<file path="config.mk">
export PLATFORM = sky130hd
export DESIGN_NAME = fetch_sequencer
export DESIGN_NICKNAME = d
export VERILOG_FILES = /design/src/rtl/fetch_pkg.sv /design/src/rtl/pc_next_mux.sv /design/src/rtl/fetch_sequencer.sv
export SDC_FILE = /design/constraint.sdc
export NUM_CORES = 1
export LEC_CHECK = 0
export ABC_CLOCK_PERIOD_IN_PS = 4300
export CAP_MARGIN = 0
export CORE_UTILIZATION = 47
export CTS_CLUSTER_SIZE = 14
export DETAILED_ROUTE_END_ITERATION = 8
export PLACE_DENSITY = 0.9
export SLEW_MARGIN = 0
export SYNTH_ARGS = -nofsm -noshare
export SYNTH_HDL_FRONTEND = slang
export SYNTH_SLANG_ARGS = --single-unit
</file>
<file path="constraint.sdc">
create_clock -name Clk -period 4.3 [get_ports Clk]
set_clock_uncertainty 0.05 [all_clocks]
set_input_delay 0.86 -clock Clk [delete_from_list [all_inputs] [get_ports Clk]]
set_output_delay 0.86 -clock Clk [all_outputs]
set_load 0.05 [all_outputs]
</file>
<file path="src/rtl/fetch_pkg.sv">
// rtl/fetch_pkg.sv - shared fetch types and constants (no build options)
package fetch_pkg;

   typedef enum logic [1:0] {
      IDLE = 2'd0,
      RUN  = 2'd1,
      DONE = 2'd2
   } fetch_state_t;

   localparam int PC_W_DEFAULT = 10;

   // Halt encoding is shared with the control decoder so both sides agree on it.
   localparam logic [8:0] HALT_OPCODE = 9'h1FF;

   function automatic logic is_halt(input logic [8:0] opcode);
      return opcode == HALT_OPCODE;
   endfunction

endpackage

</file>
<file path="src/rtl/pc_next_mux.sv">
// rtl/pc_next_mux.sv - next PC / next state priority select (no build options)
module pc_next_mux
   import fetch_pkg::*;
#(
   parameter int PC_W       = PC_W_DEFAULT,
   parameter int START_ADDR = 0,
   parameter int LAST_ADDR  = 2**PC_W - 1
) (
   input  fetch_state_t    state,
   input  logic [PC_W-1:0] pc,
   input  logic            start,
   input  logic            halt_req,
   input  logic            branch_en,
   input  logic            taken,
   input  logic [PC_W-1:0] target,
   output logic [PC_W-1:0] pc_next,
   output fetch_state_t    state_next
);

   localparam logic [PC_W-1:0] START_PC = START_ADDR[PC_W-1:0];
   localparam logic [PC_W-1:0] LAST_PC  = LAST_ADDR[PC_W-1:0];

   always_comb begin
      pc_next    = pc;
      state_next = state;
      unique case (state)
         IDLE, DONE: begin
            if (start) begin
               pc_next    = START_PC;
               state_next = RUN;
            end
         end
         RUN: begin
            // Halt outranks a taken branch; a taken branch outranks the end bound.
            if (halt_req) begin
               state_next = DONE;
            end else if (branch_en && taken) begin
               pc_next = target;
            end else if (pc == LAST_PC) begin
               state_next = DONE;
            end else begin
               pc_next = pc + 1'b1;
            end
         end
         default: begin
            pc_next    = '0;
            state_next = IDLE;
         end
      endcase
   end

endmodule

</file>
<file path="src/rtl/fetch_sequencer.sv">
// rtl/fetch_sequencer.sv - PC register and IDLE/RUN/DONE sequencing
// Define FETCH_INSTR_COUNT_EN to add the saturating InstrCount output.
module fetch_sequencer
   import fetch_pkg::*;
#(
   parameter int PC_W       = PC_W_DEFAULT,
   parameter int START_ADDR = 0,
   parameter int LAST_ADDR  = 2**PC_W - 1
) (
   input  logic            Clk,
   input  logic            Reset_n,
   input  logic            Start,
   input  logic            BranchEn,
   input  logic            Taken,
   input  logic [PC_W-1:0] Target,
   input  logic            HaltReq,
   output logic [PC_W-1:0] ProgCtr,
   output logic            Running,
   output logic            Done
`ifdef FETCH_INSTR_COUNT_EN
   ,
   output logic [15:0]     InstrCount
`endif
);

   fetch_state_t    state;
   fetch_state_t    state_next;
   logic [PC_W-1:0] pc_next;

   pc_next_mux #(
      .PC_W       (PC_W),
      .START_ADDR (START_ADDR),
      .LAST_ADDR  (LAST_ADDR)
   ) u_pc_next_mux (
      .state      (state),
      .pc         (ProgCtr),
      .start      (Start),
      .halt_req   (HaltReq),
      .branch_en  (BranchEn),
      .taken      (Taken),
      .target     (Target),
      .pc_next    (pc_next),
      .state_next (state_next)
   );

   // Running/Done are decoded from the next state so they line up with the state register.
   always_ff @(posedge Clk or negedge Reset_n) begin
      if (!Reset_n) begin
         state   <= IDLE;
         ProgCtr <= '0;
         Running <= 1'b0;
         Done    <= 1'b0;
      end else begin
         state   <= state_next;
         ProgCtr <= pc_next;
         Running <= (state_next == RUN);
         Done    <= (state_next == DONE);
      end
   end

`ifdef FETCH_INSTR_COUNT_EN
   logic retire;
   logic accept_start;

   assign retire       = (state == RUN) && !HaltReq;
   assign accept_start = (state != RUN) && Start;

   always_ff @(posedge Clk or negedge Reset_n) begin
      if (!Reset_n) begin
         InstrCount <= '0;
      end else if (accept_start) begin
         InstrCount <= '0;
      end else if (retire && (InstrCount != 16'hFFFF)) begin
         InstrCount <= InstrCount + 16'd1;
      end
   end
`endif

endmodule

</file>
==> flow_summary.rst, run 1 <==
.. list-table::
   :header-rows: 1

   * - Metric
     - Value
   * - H-tree depth reported by CTS
     - 1
   * - Final number of setup-violating endpoints
     - 0
   * - Wire length reported by the detailed router
     - between 1.5 and 2 mm
   * - Clock input transition at the sequential cells of the worst setup and hold paths
     - approximately 0.08 ns
   * - Wire length of the first global-routing pass
     - ~3.2 mm
   * - Max transition margin
     - just under 60%
   * - Port buffer count
     - 27
   * - Slowest-stage cell, CP
     - sky130_fd_sc_hd__clkdlybuf4s50_1
   * - Number of detailed-route iterations in the first pass
     - 6
   * - Layout cell share with drive strength beyond 1
     - under 10%
   * - Count of clock tree sinks
     - 14
   * - Violations in the final reports
     - design-rule violations
   * - Slew @ Worst Pin
     - between 0.6 and 0.7 ns
   * - Total via count in the routed design
     - ~810
   * - Post-CTS setup buffer count
     - 0
   * - Post-cts sizing count
     - 0
   * - Iteration-0 DRC Markers
     - 22
   * - Adder and majority cell fraction of the synthesized area
     - between 1.5 and 2%
   * - Routability-driven placement congestion ratio
     - 0.857
   * - Vertical die dimension
     - roughly 44 um
   * - Top-level I/O count
     - 28
   * - Overflow left after global routing
     - 0
   * - Number of max-slew violations in the final report
     - 0
   * - Peak Freq
     - 399 MHz
   * - Delay contributed by the slowest stage of the critical path
     - between 0.8 and 0.9 ns
   * - Share of cell area taken by muxes after synthesis
     - 1.20%
   * - Diode insertion count for antenna repair
     - 0
   * - Maximum buffer depth of the clock tree
     - 2
   * - Sort of element at the end of the critical path
     - output port
   * - Cell Rows
     - 14
   * - DIE WIDTH
     - approximately 44 um
   * - Arrival time worst endpoint
     - around 1.6 ns
   * - Status
     - finished, violations left
   * - Leading register cell type out of synthesis
     - sky130_fd_sc_hd__dfrtp_1
   * - Post-synthesis instance total
     - 95
   * - Post-synthesis compound-gate area fraction
     - ~24%
   * - Mapped Avg Cell Area
     - around 8.8 sq um
   * - Placed inst area
     - approximately 1100 sq um
   * - CTS Root Cell
     - sky130_fd_sc_hd__clkbuf_4
   * - Fraction of registers with async set or reset after synthesis
     - between 90% and 100%
   * - Final net count
     - 140
   * - Antenna violations before repair
     - 0
   * - Number of antenna-violating nets in the routed design
     - 0
   * - Post-Layout Cell Count
     - between 100 and 150
   * - Net count after synthesis
     - approximately 110
   * - Tcrit/Tclk final
     - about 60%
   * - Vias in the first global route
     - roughly 750
   * - Number of placed cells counting well taps
     - ~130
   * - Maxcap violations
     - 0
   * - Count of unresolved DRC violations after routing
     - 2
   * - Count of different cell masters after synthesis
     - 32
   * - Maximum number of pins on one net before global-route repair
     - 21
   * - Simple-gate share of the synthesized area
     - approximately a quarter
   * - Peak supply drop
     - 0.253 mV
   * - Worst Path Required
     - between 3 and 4 ns
   * - Type of the setup path with the least slack
     - reg2out
   * - CTS Buf Count
     - 3
   * - Crit start category
     - register
   * - Final critical delay including setup and external delays
     - roughly 2.5 ns
   * - Layout Area Growth over Synthesis
     - 33.4%
   * - Slack of the worst reg-to-reg path
     - about 2.4 ns
   * - Main combinational cell family by area after synthesis
     - simple AND/OR/NAND/NOR gates
   * - CTS tree
     - yes
   * - Fraction of synthesized cell area in xor and xnor cells
     - 0%
   * - Clock Latency Late Sink
     - 0.28 ns
   * - Sequential cell area fraction in the yosys report
     - between 40% and 50%
   * - Sum of buffers and inverters on the critical path
     - 1
   * - Count of yosys warnings during synthesis
     - 0
   * - Cell chain of the critical path
     - clkdlybuf4s50_1
   * - Via density per instance
     - roughly 5.9
   * - Critical-path maximum fanout
     - 7
   * - Routed length per instance
     - around 15 um
   * - Final Hold Vio Count
     - 0
   * - All-layer global routing usage
     - 22.5%
   * - Detailed Place HPWL
     - ~1.5 mm
   * - Initial cell density of the core
     - between 50 and 60%
   * - Number of flops mapped to enable cells by yosys
     - 0
   * - Number of synthesized register bits
     - 14
   * - Area inside the core boundary
     - 1580 sq um
   * - Standby leakage power
     - between 0.4 and 0.5 nW
   * - Total negative setup slack
     - 0 ns
   * - Netlist Area Pre-Place
     - 832 sq um
   * - Cell type group with the largest total delay on the critical path
     - buffers and inverters
   * - Total power density per cell area
     - between 300 and 400 nW/um^2
   * - Worst min path class
     - reg2reg
   * - Die outline area
     - 1940 sq um
   * - Design area
     - roughly 1100 sq um
   * - Post-CTS Hold Fix Bufs
     - 0
   * - RSZ-0062 raised after global routing
     - no
## cell families after synthesis
logic type,after synthesis
mux,1
simple gates,38
flops,14
fa+ha+maj,1
buf+inv,8
compound gates,33
## cell type report
class | count | area, sq um
clock buffers | 3 | 22.5
fillers | 129 | 467
inverters | 4 | 15.0
multi-input cells | 73 | 432
flip-flops and latches | 14 | 350
well taps | 16 | 20.0
repair buffers | 27 | 270
## flip-flops by register name (all words and copies together) (netlist names)
name / cells
Done: 1
ProgCtr: 10
Running: 1
state: 2
## through the flow
stage	worst slack (ns)	total power, mW	hold slack [ns]	utilization (%)
CTS	1.81	0.408	0.479	70.4
finish	1.79	0.406	0.479	70.4
floorplan	2.32	0.280	0.438	-
detailed placement	1.64	0.335	0.471	69.0
global placement	1.67	0.330	0.457	69.0
global route	1.75	0.425	0.501	70.4
## cells in the final DEF (no fill, tap or decap)
cell                              Yosys  routed
sky130_fd_sc_hd__clkdlybuf4s50_1      0      27
sky130_fd_sc_hd__dfrtp_1             14      14
sky130_fd_sc_hd__o21ai_1             10      10
sky130_fd_sc_hd__nand2_1              8       8
sky130_fd_sc_hd__nor2_1               8       8
sky130_fd_sc_hd__o21ai_0              6       6
sky130_fd_sc_hd__a21oi_1              6       6
sky130_fd_sc_hd__inv_1                4       4
sky130_fd_sc_hd__and3_1               4       4
sky130_fd_sc_hd__nor3_1               3       3
sky130_fd_sc_hd__nand3_1              3       3
sky130_fd_sc_hd__o31a_1               3       3
sky130_fd_sc_hd__o22ai_1              3       3
sky130_fd_sc_hd__clkbuf_4             0       3
sky130_fd_sc_hd__nor4_1               2       2
sky130_fd_sc_hd__a22oi_1              2       2
sky130_fd_sc_hd__and2_4               1       1
sky130_fd_sc_hd__nand3_2              1       1
sky130_fd_sc_hd__nand4_1              1       1
sky130_fd_sc_hd__nor4_2               1       1
sky130_fd_sc_hd__nand2b_1             1       1
sky130_fd_sc_hd__or3_1                1       1
sky130_fd_sc_hd__nor2b_1              1       1
sky130_fd_sc_hd__nor3_2               1       1
sky130_fd_sc_hd__a221o_1              1       1
sky130_fd_sc_hd__and3_2               1       1
sky130_fd_sc_hd__nor3b_1              1       1
sky130_fd_sc_hd__mux2i_1              1       1
sky130_fd_sc_hd__o31ai_2              1       1
sky130_fd_sc_hd__o31ai_1              1       1
sky130_fd_sc_hd__ha_1                 1       1
## synthesized netlist by cell type, types with 3 or more instances
| master | n | area, sq um |
|---|---|---|
| sky130_fd_sc_hd__inv_1 | 4 | 15.0 |
| sky130_fd_sc_hd__o21ai_0 | 6 | 30.0 |
| sky130_fd_sc_hd__o31a_1 | 3 | 26.3 |
| sky130_fd_sc_hd__nand2_1 | 8 | 30.0 |
| sky130_fd_sc_hd__o21ai_1 | 10 | 50.1 |
| sky130_fd_sc_hd__nor3_1 | 3 | 15.0 |
| sky130_fd_sc_hd__a21oi_1 | 6 | 30.0 |
| sky130_fd_sc_hd__dfrtp_1 | 14 | 350 |
| sky130_fd_sc_hd__and3_1 | 4 | 25.0 |
| sky130_fd_sc_hd__o22ai_1 | 3 | 18.8 |
| sky130_fd_sc_hd__nand3_1 | 3 | 15.0 |
| sky130_fd_sc_hd__nor2_1 | 8 | 30.0 |
## power by group
part | switching (mW) | internal [mW] | total [mW]
logic | 0.104 | 0.0601 | 0.164
clock network | 0.0409 | 0.0324 | 0.0734
registers | 0.0195 | 0.150 | 0.169
## final timing paths
check	depth (start not counted)	endpoint	start
setup / recovery	1	ProgCtr[4]	ProgCtr[4]$_DFFE_PN0P_
hold / removal	1	Done$_DFF_PN0_	state[1]$_DFF_PN0_
setup reg to reg	5	ProgCtr[6]$_DFFE_PN0P_	ProgCtr[0]$_DFFE_PN0P_
hold reg to reg	1	Done$_DFF_PN0_	state[1]$_DFF_PN0_
max in group asynchronous	1	ProgCtr[9]$_DFFE_PN0P_	Reset_n
min in group asynchronous	1	ProgCtr[1]$_DFFE_PN0P_	Reset_n
## per-layer routing
layer  up-vias  wire (um)  GRT usage [%]
met3         6        113           3.67
met5         -          0              0
met2        33        965           37.9
met4         0         27           10.3
li1        401          -              -
met1       373        885           28.2
(Power assumes the default switching activity.)
==> inputs of run 2 (changes only) <==
- ABC_CLOCK_PERIOD_IN_PS: 4300 -> 2400
- CORE_UTILIZATION: 47 -> 44
- PLACE_DENSITY: 0.9 -> 0.86
- clock period: 4.3 -> 2.4 ns (I/O delays scaled with it)
==> run 2 against run 1 <==
Against the previous run: the flow now finishes without violations; clock power grew 84%; power grew 80%; first-iteration DRC count grew 18%; setup slack lost 1.5 ns; hold slack gained 0.0049 ns; flip-flop and latch count is the same; final area grew 1.0%; count of clock-buffer cells in the layout is the same; critical path type unchanged; core utilization shrank 6.2 points; largest cell class unchanged; combinational power grew 77%.
==> flow_summary.rst, run 2 (synthesis results as in run 1) <==
.. list-table::
   :header-rows: 1

   * - Metric
     - Value
   * - Iteration-0 DRC Markers
     - 26 (+18%)
   * - Cell type group with the largest total delay on the critical path
     - buffers and inverters
   * - Most used cells in the layout excluding fill and tap cells
     - sky130_fd_sc_hd__clkdlybuf4s50_1, sky130_fd_sc_hd__dfrtp_1, sky130_fd_sc_hd__o21ai_1
   * - All-layer global routing usage
     - 21.4% (-1.1 points)
   * - Worst Path Required
     - 1.87 ns (-1.52 ns)
   * - Final Hold Vio Count
     - 0 (unchanged)
   * - Layout cell share with drive strength beyond 1
     - 7.44% (unchanged)
   * - Source of the worst hold timing path
     - state[1]$_DFF_PN0_
   * - Crit. path cell count
     - 1 (unchanged)
   * - Maximum buffer depth of the clock tree
     - 2 (unchanged)
   * - Top-level I/O count
     - 28 (unchanged)
   * - Sort of element at the end of the critical path
     - output port
   * - Worst hold slack
     - 0.483 ns (+0.00487 ns)
   * - Leading registers by flop count
     - ProgCtr: 10 flops, state: 2 flops
   * - Antenna violations before repair
     - 0 (unchanged)
   * - Cell chain of the critical path
     - clkdlybuf4s50_1
   * - Number of max-slew violations in the final report
     - 0 (unchanged)
   * - Peak Freq
     - roughly 470 MHz
   * - Slowest-stage cell, CP
     - sky130_fd_sc_hd__clkdlybuf4s50_1
   * - RSZ-0062 raised after global routing
     - no
   * - Delay contributed by the slowest stage of the critical path
     - 0.84 ns (about the same)
   * - Die outline area
     - 2070 sq um (+6.5%)
   * - Vias in the first global route
     - 714 (-4.9%)
   * - Worst setup path start
     - ProgCtr[3]$_DFFE_PN0P_
   * - Final critical delay including setup and external delays
     - about 2.1 ns
   * - Tcrit/Tclk final
     - roughly nine tenths
   * - Number of antenna-violating nets in the routed design
     - 0 (unchanged)
   * - CTS Root Cell
     - sky130_fd_sc_hd__clkbuf_4
   * - Slew @ Worst Pin
     - 0.622 ns (-0.0110 ns)
   * - Worst min path class
     - reg2reg
   * - Flip-flop count of the largest register, all copies and words added
     - 10 (unchanged)
   * - Sum of buffers and inverters on the critical path
     - 1 (unchanged)
   * - Initial cell density of the core
     - 47.7% (-5.1 points)
   * - Cell Rows
     - 15 (+1)
   * - Critical-path maximum fanout
     - 7 (unchanged)
   * - Design area
     - 1120 sq um (+1.0%)
   * - CTS Buf Count
     - 3 (unchanged)
   * - Final number of setup-violating endpoints
     - 0 (unchanged)
   * - H-tree depth reported by CTS
     - 1 (unchanged)
   * - Clock Latency Late Sink
     - 0.29 ns (about the same)
   * - Maxcap violations
     - 0 (unchanged)
   * - Overflow left after global routing
     - 0 (unchanged)
   * - Status
     - finished, final reports clean
   * - Post-CTS Hold Fix Bufs
     - 0 (unchanged)
   * - Clock input transition at the sequential cells of the worst setup and hold paths
     - 0.09 ns (about the same)
   * - Routed length per instance
     - 13.4 um (-7.7%)
   * - Crit start category
     - register
   * - Worst r2r path cells
     - 5 (unchanged)
   * - Total negative setup slack
     - 0 ns (unchanged)
   * - Count of clock tree sinks
     - 14 (unchanged)
   * - Commonest non-fill, non-tap cell in the layout
     - sky130_fd_sc_hd__clkdlybuf4s50_1
   * - Slack of the worst reg-to-reg path
     - 0.47 ns (-1.88 ns)
   * - Standby leakage power
     - 0.443 nW (unchanged)
   * - Count of unresolved DRC violations after routing
     - 0 (-2)
   * - Routability-driven placement congestion ratio
     - 0.897 (+4.7%)
   * - CTS tree
     - yes
   * - Diode insertion count for antenna repair
     - 0 (unchanged)
   * - Layout Area Growth over Synthesis
     - 34.7%
   * - Wire length reported by the detailed router
     - 1.96 mm (-1.7%)
   * - Via density per instance
     - 5.60 (-5.7%)
   * - Post-CTS setup buffer count
     - 0 (unchanged)
   * - Maximum number of pins on one net before global-route repair
     - 21 (unchanged)
   * - Area inside the core boundary
     - 1750 sq um (+11%)
   * - Fillers
     - 150 (+16%)
   * - Wire length of the first global-routing pass
     - 3.13 mm (-1.3%)
   * - Worst reg2reg startpoint
     - ProgCtr[0]$_DFFE_PN0P_
   * - Vertical die dimension
     - 45.5 um (+3.2%)
   * - DIE WIDTH
     - 45.5 um (+3.2%)
   * - Capturing element of the worst setup path
     - ProgCtr[3]
   * - Total power density per cell area
     - 652 nW/um^2 (+78%)
   * - Port buffer count
     - 27 (unchanged)
   * - Post-cts sizing count
     - 0 (unchanged)
   * - Capture point of the worst reg-to-reg path
     - Running$_DFF_PN0_
   * - Register with the highest flop count
     - ProgCtr
   * - Arrival time worst endpoint
     - 1.59 ns (about the same)
   * - Number of detailed-route iterations in the first pass
     - 4 (-2)
   * - Placed inst area
     - 1100 sq um (+1.0%)
   * - Detailed Place HPWL
     - 1.40 mm (-6.1%)
   * - Total via count in the routed design
     - 817 (+0.49%)
   * - Max transition margin
     - 58.4% (+0.73 points)
   * - Type of the setup path with the least slack
     - reg2out
   * - Peak supply drop
     - 0.406 mV (+60%)
   * - Final net count
     - 140 (unchanged)
[run 2: stage by stage]
| stage | setup WS, ns | total power [mW] | std cells | util, % |
|---|---|---|---|---|
| final | 0.279 | 0.730 | 146 | 64.2 |
| after global routing | 0.214 | 0.767 | 146 | 64.2 |
| after CTS | 0.285 | 0.733 | 146 | 64.2 |
| after detailed placement | 0.0736 | 0.599 | 143 | 62.9 |
| after global placement | 0.144 | 0.593 | 143 | 62.9 |
| after floorplan | 0.458 | 0.502 | 95 | - |
[run 2: worst min path at each step]
stage / slack (ns) / cells after the start / end
4_1_cts: 0.48 / 1 / Done$_DFF_PN0_
3_3_place_gp: 0.46 / 1 / Done$_DFF_PN0_
3_5_place_dp: 0.46 / 1 / Done$_DFF_PN0_
6_report: 0.48 / 1 / Done$_DFF_PN0_
2_1_floorplan: 0.13 / 0 / Done$_DFF_PN0_
5_1_grt: 0.51 / 1 / ProgCtr[0]$_DFFE_PN0P_
[run 2: power by group]
part | total, mW | switching (mW) | internal [mW]
clock network | 0.135 | 0.0771 | 0.0583
logic | 0.291 | 0.183 | 0.107
registers | 0.304 | 0.0362 | 0.268
total | 0.730 | 0.296 | 0.434
[run 2: final cells by class]
type,count,area [sq um],share of cell area [%]
Inverter,4,15.0,1.34
Timing Repair Buffer,27,270,24.1
Sequential cell,14,350,31.2
Multi-Input combinational cell,73,432,38.5
Clock buffer,3,22.5,2.01
Tap cell,25,31.3,2.79
[run 2: layer usage]
metal / GRT usage, % / share of wire, % / vias up
met4: 12.1 / 1.9 / 0
met3: 2.38 / 5.4 / 5
li1: - / - / 403
met2: 33.7 / 48 / 33
met5: 0 / 0 / -
met1: 28.4 / 45 / 376
